## src/rtl/my_fp_to_int.sv

```systemverilog
// Pipelined float-to-signed-integer converter: unpack/classify, align, round/saturate.
// Valid-only stream, one word per clock, three clocks of latency.
module my_fp_to_int #(
    parameter int unsigned OutWidth     = 32,
    parameter int unsigned ExpWidth     = 8,
    parameter int unsigned ManWidth     = 23,
    parameter int unsigned ExpConst     = 127,
    parameter bit          RoundNearest = 1'b0
) (
    input  logic                       Clk_i,
    input  logic                       Rst_i,
    input  logic [ExpWidth+ManWidth:0] InData_i,
    input  logic                       InDataVal_i,
    output logic [OutWidth-1:0]        OutData_o,
    output logic                       OutDataVal_o,
    output logic                       Ovf_o
);
    localparam int unsigned EW   = ExpWidth + 2;
    localparam int unsigned SW   = ManWidth + 1;
    localparam int unsigned RW   = 2 * ManWidth + 1;
    localparam int unsigned RShW = $clog2(ManWidth + 1);
    localparam int unsigned LShW = $clog2(OutWidth);

    localparam logic [OutWidth:0]   MaxPosMag = {2'b00, {(OutWidth-1){1'b1}}};
    localparam logic [OutWidth:0]   MinNegMag = {2'b01, {(OutWidth-1){1'b0}}};
    localparam logic [OutWidth-1:0] MaxInt    = {1'b0, {(OutWidth-1){1'b1}}};
    localparam logic [OutWidth-1:0] MinInt    = {1'b1, {(OutWidth-1){1'b0}}};

    // ---------------- Stage 1: unpack / classify ----------------
    logic                w_sign;
    logic [ExpWidth-1:0] w_exp;
    logic [ManWidth-1:0] w_man;
    logic signed [EW-1:0] w_e;
    logic                w_zero;
    logic                w_special;
    logic                w_small;
    logic                w_big;

    assign w_sign    = InData_i[ExpWidth+ManWidth];
    assign w_exp     = InData_i[ExpWidth+ManWidth-1:ManWidth];
    assign w_man     = InData_i[ManWidth-1:0];
    assign w_e       = signed'(EW'(w_exp) - EW'(ExpConst));
    assign w_zero    = (w_exp == '0);
    assign w_special = &w_exp;
    assign w_small   = (int'(w_e) < 0);
    assign w_big     = (int'(w_e) >= int'(OutWidth) - 1);

    logic                 r_s1_val;
    logic                 r_s1_sign;
    logic signed [EW-1:0] r_s1_e;
    logic [SW-1:0]        r_s1_sig;
    logic                 r_s1_zero;
    logic                 r_s1_inf;
    logic                 r_s1_nan;
    logic                 r_s1_small;
    logic                 r_s1_big;

    always_ff @(posedge Clk_i or posedge Rst_i) begin
        if (Rst_i) begin
            r_s1_val   <= 1'b0;
            r_s1_sign  <= 1'b0;
            r_s1_e     <= '0;
            r_s1_sig   <= '0;
            r_s1_zero  <= 1'b0;
            r_s1_inf   <= 1'b0;
            r_s1_nan   <= 1'b0;
            r_s1_small <= 1'b0;
            r_s1_big   <= 1'b0;
        end else begin
            r_s1_val   <= InDataVal_i;
            r_s1_sign  <= w_sign;
            r_s1_e     <= w_e;
            r_s1_sig   <= {~w_zero, w_man};
            r_s1_zero  <= w_zero;
            r_s1_inf   <= w_special & (w_man == '0);
            r_s1_nan   <= w_special & (w_man != '0);
            r_s1_small <= w_small;
            r_s1_big   <= w_big;
        end
    end

    // ---------------- Stage 2: align ----------------
    logic [RShW-1:0]     w_rsh;
    logic [LShW-1:0]     w_lsh;
    logic [RW-1:0]       w_rvec;
    logic [OutWidth-1:0] w_lvec;
    logic                w_left;
    logic                w_ovr;
    logic [OutWidth-1:0] w_mag;
    logic                w_guard;
    logic                w_sticky;

    assign w_rsh  = RShW'(int'(ManWidth) - int'(r_s1_e));
    assign w_lsh  = LShW'(int'(r_s1_e) - int'(ManWidth));
    assign w_left = (int'(r_s1_e) >= int'(ManWidth));
    // e == OutWidth-1 still aligns exactly; only the most negative value survives it.
    assign w_ovr  = r_s1_big & (int'(r_s1_e) > int'(OutWidth) - 1);

    // Right shift keeps the shifted-out bits in the low ManWidth positions.
    always_comb begin
        w_rvec = {r_s1_sig, {ManWidth{1'b0}}};
        for (int k = 0; k < int'(RShW); k++) begin
            if (w_rsh[k]) begin
                w_rvec = w_rvec >> (32'd1 << k);
            end
        end
    end

    always_comb begin
        w_lvec = OutWidth'(r_s1_sig);
        for (int k = 0; k < int'(LShW); k++) begin
            if (w_lsh[k]) begin
                w_lvec = w_lvec << (32'd1 << k);
            end
        end
    end

    always_comb begin
        w_mag    = '0;
        w_guard  = 1'b0;
        w_sticky = 1'b0;
        if (r_s1_small) begin
            w_guard  = (int'(r_s1_e) == -1);
            w_sticky = |r_s1_sig[ManWidth-1:0];
        end else if (w_left) begin
            w_mag = w_lvec;
        end else begin
            w_mag    = OutWidth'(w_rvec[RW-1:ManWidth]);
            w_guard  = w_rvec[ManWidth-1];
            w_sticky = |w_rvec[ManWidth-2:0];
        end
    end

    logic                r_s2_val;
    logic                r_s2_sign;
    logic [OutWidth-1:0] r_s2_mag;
    logic                r_s2_guard;
    logic                r_s2_sticky;
    logic                r_s2_zero;
    logic                r_s2_nan;
    logic                r_s2_sat;

    always_ff @(posedge Clk_i or posedge Rst_i) begin
        if (Rst_i) begin
            r_s2_val    <= 1'b0;
            r_s2_sign   <= 1'b0;
            r_s2_mag    <= '0;
            r_s2_guard  <= 1'b0;
            r_s2_sticky <= 1'b0;
            r_s2_zero   <= 1'b0;
            r_s2_nan    <= 1'b0;
            r_s2_sat    <= 1'b0;
        end else begin
            r_s2_val    <= r_s1_val;
            r_s2_sign   <= r_s1_sign;
            r_s2_mag    <= w_mag;
            r_s2_guard  <= w_guard;
            r_s2_sticky <= w_sticky;
            r_s2_zero   <= r_s1_zero;
            r_s2_nan    <= r_s1_nan;
            r_s2_sat    <= r_s1_inf | w_ovr;
        end
    end

    // ---------------- Stage 3: round / sign / saturate ----------------
    logic                w_inc;
    logic [OutWidth:0]   w_rmag;
    logic                w_over;
    logic [OutWidth-1:0] w_res;
    logic                w_res_ovf;

    assign w_inc  = RoundNearest & r_s2_guard & (r_s2_sticky | r_s2_mag[0]);
    assign w_rmag = {1'b0, r_s2_mag} + (OutWidth+1)'(w_inc);
    assign w_over = r_s2_sign ? (w_rmag > MinNegMag) : (w_rmag > MaxPosMag);

    always_comb begin
        w_res     = '0;
        w_res_ovf = 1'b0;
        if (r_s2_nan) begin
            w_res     = MaxInt;
            w_res_ovf = 1'b1;
        end else if (r_s2_zero) begin
            w_res     = '0;
        end else if (r_s2_sat || w_over) begin
            w_res     = r_s2_sign ? MinInt : MaxInt;
            w_res_ovf = 1'b1;
        end else begin
            w_res     = r_s2_sign ? -w_rmag[OutWidth-1:0] : w_rmag[OutWidth-1:0];
        end
    end

    logic                r_out_val;
    logic [OutWidth-1:0] r_out_data;
    logic                r_out_ovf;

    always_ff @(posedge Clk_i or posedge Rst_i) begin
        if (Rst_i) begin
            r_out_val  <= 1'b0;
            r_out_data <= '0;
            r_out_ovf  <= 1'b0;
        end else begin
            r_out_val <= r_s2_val;
            if (r_s2_val) begin
                r_out_data <= w_res;
                r_out_ovf  <= w_res_ovf;
            end
        end
    end

    assign OutData_o    = r_out_data;
    assign OutDataVal_o = r_out_val;
    assign Ovf_o        = r_out_ovf;

endmodule

```

## config.mk

```make
export PLATFORM = sky130hd
export DESIGN_NAME = my_fp_to_int
export DESIGN_NICKNAME = d
export VERILOG_FILES = /design/src/rtl/my_fp_to_int.sv
export SDC_FILE = /design/constraint.sdc
export NUM_CORES = 1
export LEC_CHECK = 0
export CAP_MARGIN = 20
export CORE_MARGIN = 5
export CORE_UTILIZATION = 40
export DETAILED_ROUTE_END_ITERATION = 8
export REMOVE_ABC_BUFFERS = 1
export SYNTH_ARGS = -nofsm -noshare
export SYNTH_HDL_FRONTEND = slang
export SYNTH_SLANG_ARGS = --single-unit
```

## constraint.sdc

```tcl
create_clock -name Clk_i -period 7.9 [get_ports Clk_i]
set_clock_uncertainty 0.15 [all_clocks]
set_input_delay 1.58 -clock Clk_i [delete_from_list [all_inputs] [get_ports Clk_i]]
set_output_delay 1.58 -clock Clk_i [all_outputs]
set_load 0.01 [all_outputs]
```

==> out/metrics.cfg <==
[worst_hold_path]
hold_end = r_s2_sign
min-delay-start = r_s1_sign
hold_path.class = register to register
min_path_cells = 0

[synth]
synth_ff_type = dfrtp_1
netlist_area_sq_um = 7450
syn_avg_cell_area_sq_um = 10.2
synthTopCellsByArea = dfrtp_1, mux4_2, mux2i_1
yosysSeqAreaShare_pct = 36.9
synth_top_area_share_pct = 36.9
netlist_instances = 731
ys_ff_latch = 110
synth_top_area_cell = dfrtp_1
synth_async_sr_flop_share_pct = 100
synth.most_common_cell = dfrtp_1
ys_types = 67
synth_edf_count = 0
yosys_warnings = 0
synth_common_cells = dfrtp_1, nor2_1, mux2i_1

[sta]
final_max_slew_viol_count = 0
finalCriticalPeriod_ns = 3.53
relSlewSlack_pct = 32.8
fmax_mhz = 283
hold_violations = 0
setup_violations = 0
rsz0062_at_grt = no
fin_tns_setup_ns = 0
period_share_pct = 44.7
worst_pin_slew_ns = 1.01

[clock_network]
clkLatencyLatePin_ns = 0.36
cts_resized = 0
post_cts_buffers = 0
htreeDepth = 3
cts_root_buf = clkbuf_16
clkSinkCount = 110
cts_hold_buffers = 0
cts_buffers = 9
clk_pin_slew_ns = 0.07
cts_tree = done
cts_max_path_buffers = 2

[drt]
vias = 6077
drc_errors = 0
drt_iter0_markers = 630
ant_nets = 0
via_per_inst = 6.03
routed_wl_um = 21400
wl_per_cell_um = 21.2
drt_first_pass_iters = 6

[final_layout]
area_growth_pct = 15.1
nFillCells = 1717
drive_above_1_share_pct = 15.1
finish.utilization_pct = 46.3
finalNetCount = 810
diodes = 0

[global_routing]
grt_pass1_vias = 6056
grt_use_total_pct = 20.0
antenna_found_initial = 0
overflow = 0
grt_pass1_wl_um = 34400
grt_max_degree = 73

[critical_path]
r2r-start = r_s1_e[0]
r2r-end = r_s2_mag[30]
r2r_slack_ns = 4.37
path_class = register to register
critPathLaunchType = register
cp-end-kind = register
crit_fanout = 53
cp.arrival_ns = 3.65
reg2reg_depth = 7
crit_required_ns = 8.02

[floorplanning]
rows = 50
die_w_um = 147
core-area_sq_um = 18500
start_util_pct = 40.2
ios = 69
die_h_um = 147
die_area_sq_um = 21500

[power_and_ir_drop]
power.leakage_nw = 3.52
power.density_nw_per_um2 = 230
ir_drop_uv = 113

[outcome]
status = complete, no violations

[placed_design]
gp_congestion = 0.928
dpl.hpwl_um = 16500
io_buffers = 68

[run]
drv_cap = 0

[area by class of cell]
type                            instances  area [sq um]  share of cell area (%)
Clock buffer                           10           239                    2.79
Sequential cell                       110          2750                    32.1
Inverter                               16          62.6                   0.729
Multi-Input combinational cell        551          4400                    51.3
Tap cell                              234           293                    3.41
Clock inverter                          6          57.6                   0.671
Timing Repair Buffer                   80           771                    8.99
[cell families after synthesis]
logic type	count (synthesis)	synth area share [%]
AOI/OAI and AO/OA	170	16.8
xor gates and xnor gates	39	4.68
adders and majority gates	7	1.18
buffers and inverters	70	4.23
DFF	110	36.9
muxes	118	21.4
and+or+nand+nor	217	14.8
[stage by stage]
| step | cells | hold slack (ns) | area [sq um] | total power, mW | worst slack (ns) |
|---|---|---|---|---|---|
| floorplan | 677 | 0.181 | 7200 | 1.23 | 3.27 |
| global placement | 991 | 0.187 | 8280 | 1.52 | 4.41 |
| detailed placement | 991 | 0.190 | 8280 | 1.54 | 4.37 |
| CTS | 1007 | 0.212 | 8580 | 1.99 | 4.36 |
| global route | 1007 | 0.215 | 8580 | 2.09 | 4.11 |
| finish | 1007 | 0.209 | 8580 | 1.97 | 4.37 |
[worst max-delay path by stage]
stage,start,end
final,r_s1_e[0],r_s2_mag[30]
after global routing,r_s1_e[0],r_s2_mag[30]
after CTS,r_s1_e[0],r_s2_mag[30]
after detailed placement,Rst_i,OutData_o[27]
after global placement,r_s1_e[0],r_s2_mag[30]
after floorplan,Rst_i,OutDataVal_o
[critical path: stages, from the launching register on]
cell,delay [ns]
dfrtp_2,0.34
buf_4,0.53
ha_2,0.98
mux2i_1,0.29
mux4_2,0.57
mux2i_1,0.27
nor2_1,0.08
nor3_1,0.17
[power by group]
part | switching, mW | internal [mW]
Clock | 0.218 | 0.228
Combinational | 0.431 | 0.368
Sequential | 0.0787 | 0.649
[sequential cells by signal, summed over array words and instances, names as in the netlist]
signal / cells
OutDataVal_o: 1
OutData_o: 32
Ovf_o: 1
r_s1_big: 1
r_s1_e: 9
r_s1_inf: 1
r_s1_nan: 1
r_s1_sig: 24
r_s1_sign: 1
r_s1_val: 1
r_s1_zero: 1
r_s2_mag: 32
r_s2_nan: 1
r_s2_sat: 1
r_s2_sign: 1
r_s2_val: 1
r_s2_zero: 1
[cell usage in the layout (no fill, tap or decap), types with 4 or more instances in the layout]
cell type        instances
inv_1                   14
nor4_1                   9
clkbuf_16                9
xnor2_1                 11
o22a_1                   6
nand3_1                 20
ha_1                     6
o21ai_0                 26
nand2b_1                11
nand4_1                  4
buf_4                   12
a31oi_1                  7
and2_1                   4
o31ai_1                 10
clkdlybuf4s50_1         68
a21oi_1                 21
o22ai_1                 10
nand2_1                 52
mux4_2                  30
mux2_2                  30
nor2_1                  61
xor2_1                  26
or2_2                    6
dfrtp_1                109
or3_1                    8
a211oi_1                23
a221o_1                  8
o211ai_1                14
mux2i_1                 58
o31a_1                   4
nor3_1                  21
o41ai_1                 10
[routing by layer]
| metal | part of all wire, % | up-vias | global-route usage, % |
|---|---|---|---|
| met5 | 0 | - | 0 |
| met2 | 49 | 261 | 33.4 |
| li1 | - | 2827 | - |
| met3 | 6.8 | 37 | 3.94 |
| met4 | 2.2 | 0 | 5.88 |
| met1 | 42 | 2952 | 26.5 |
No activity file was read; power rests on OpenSTA's default activity.
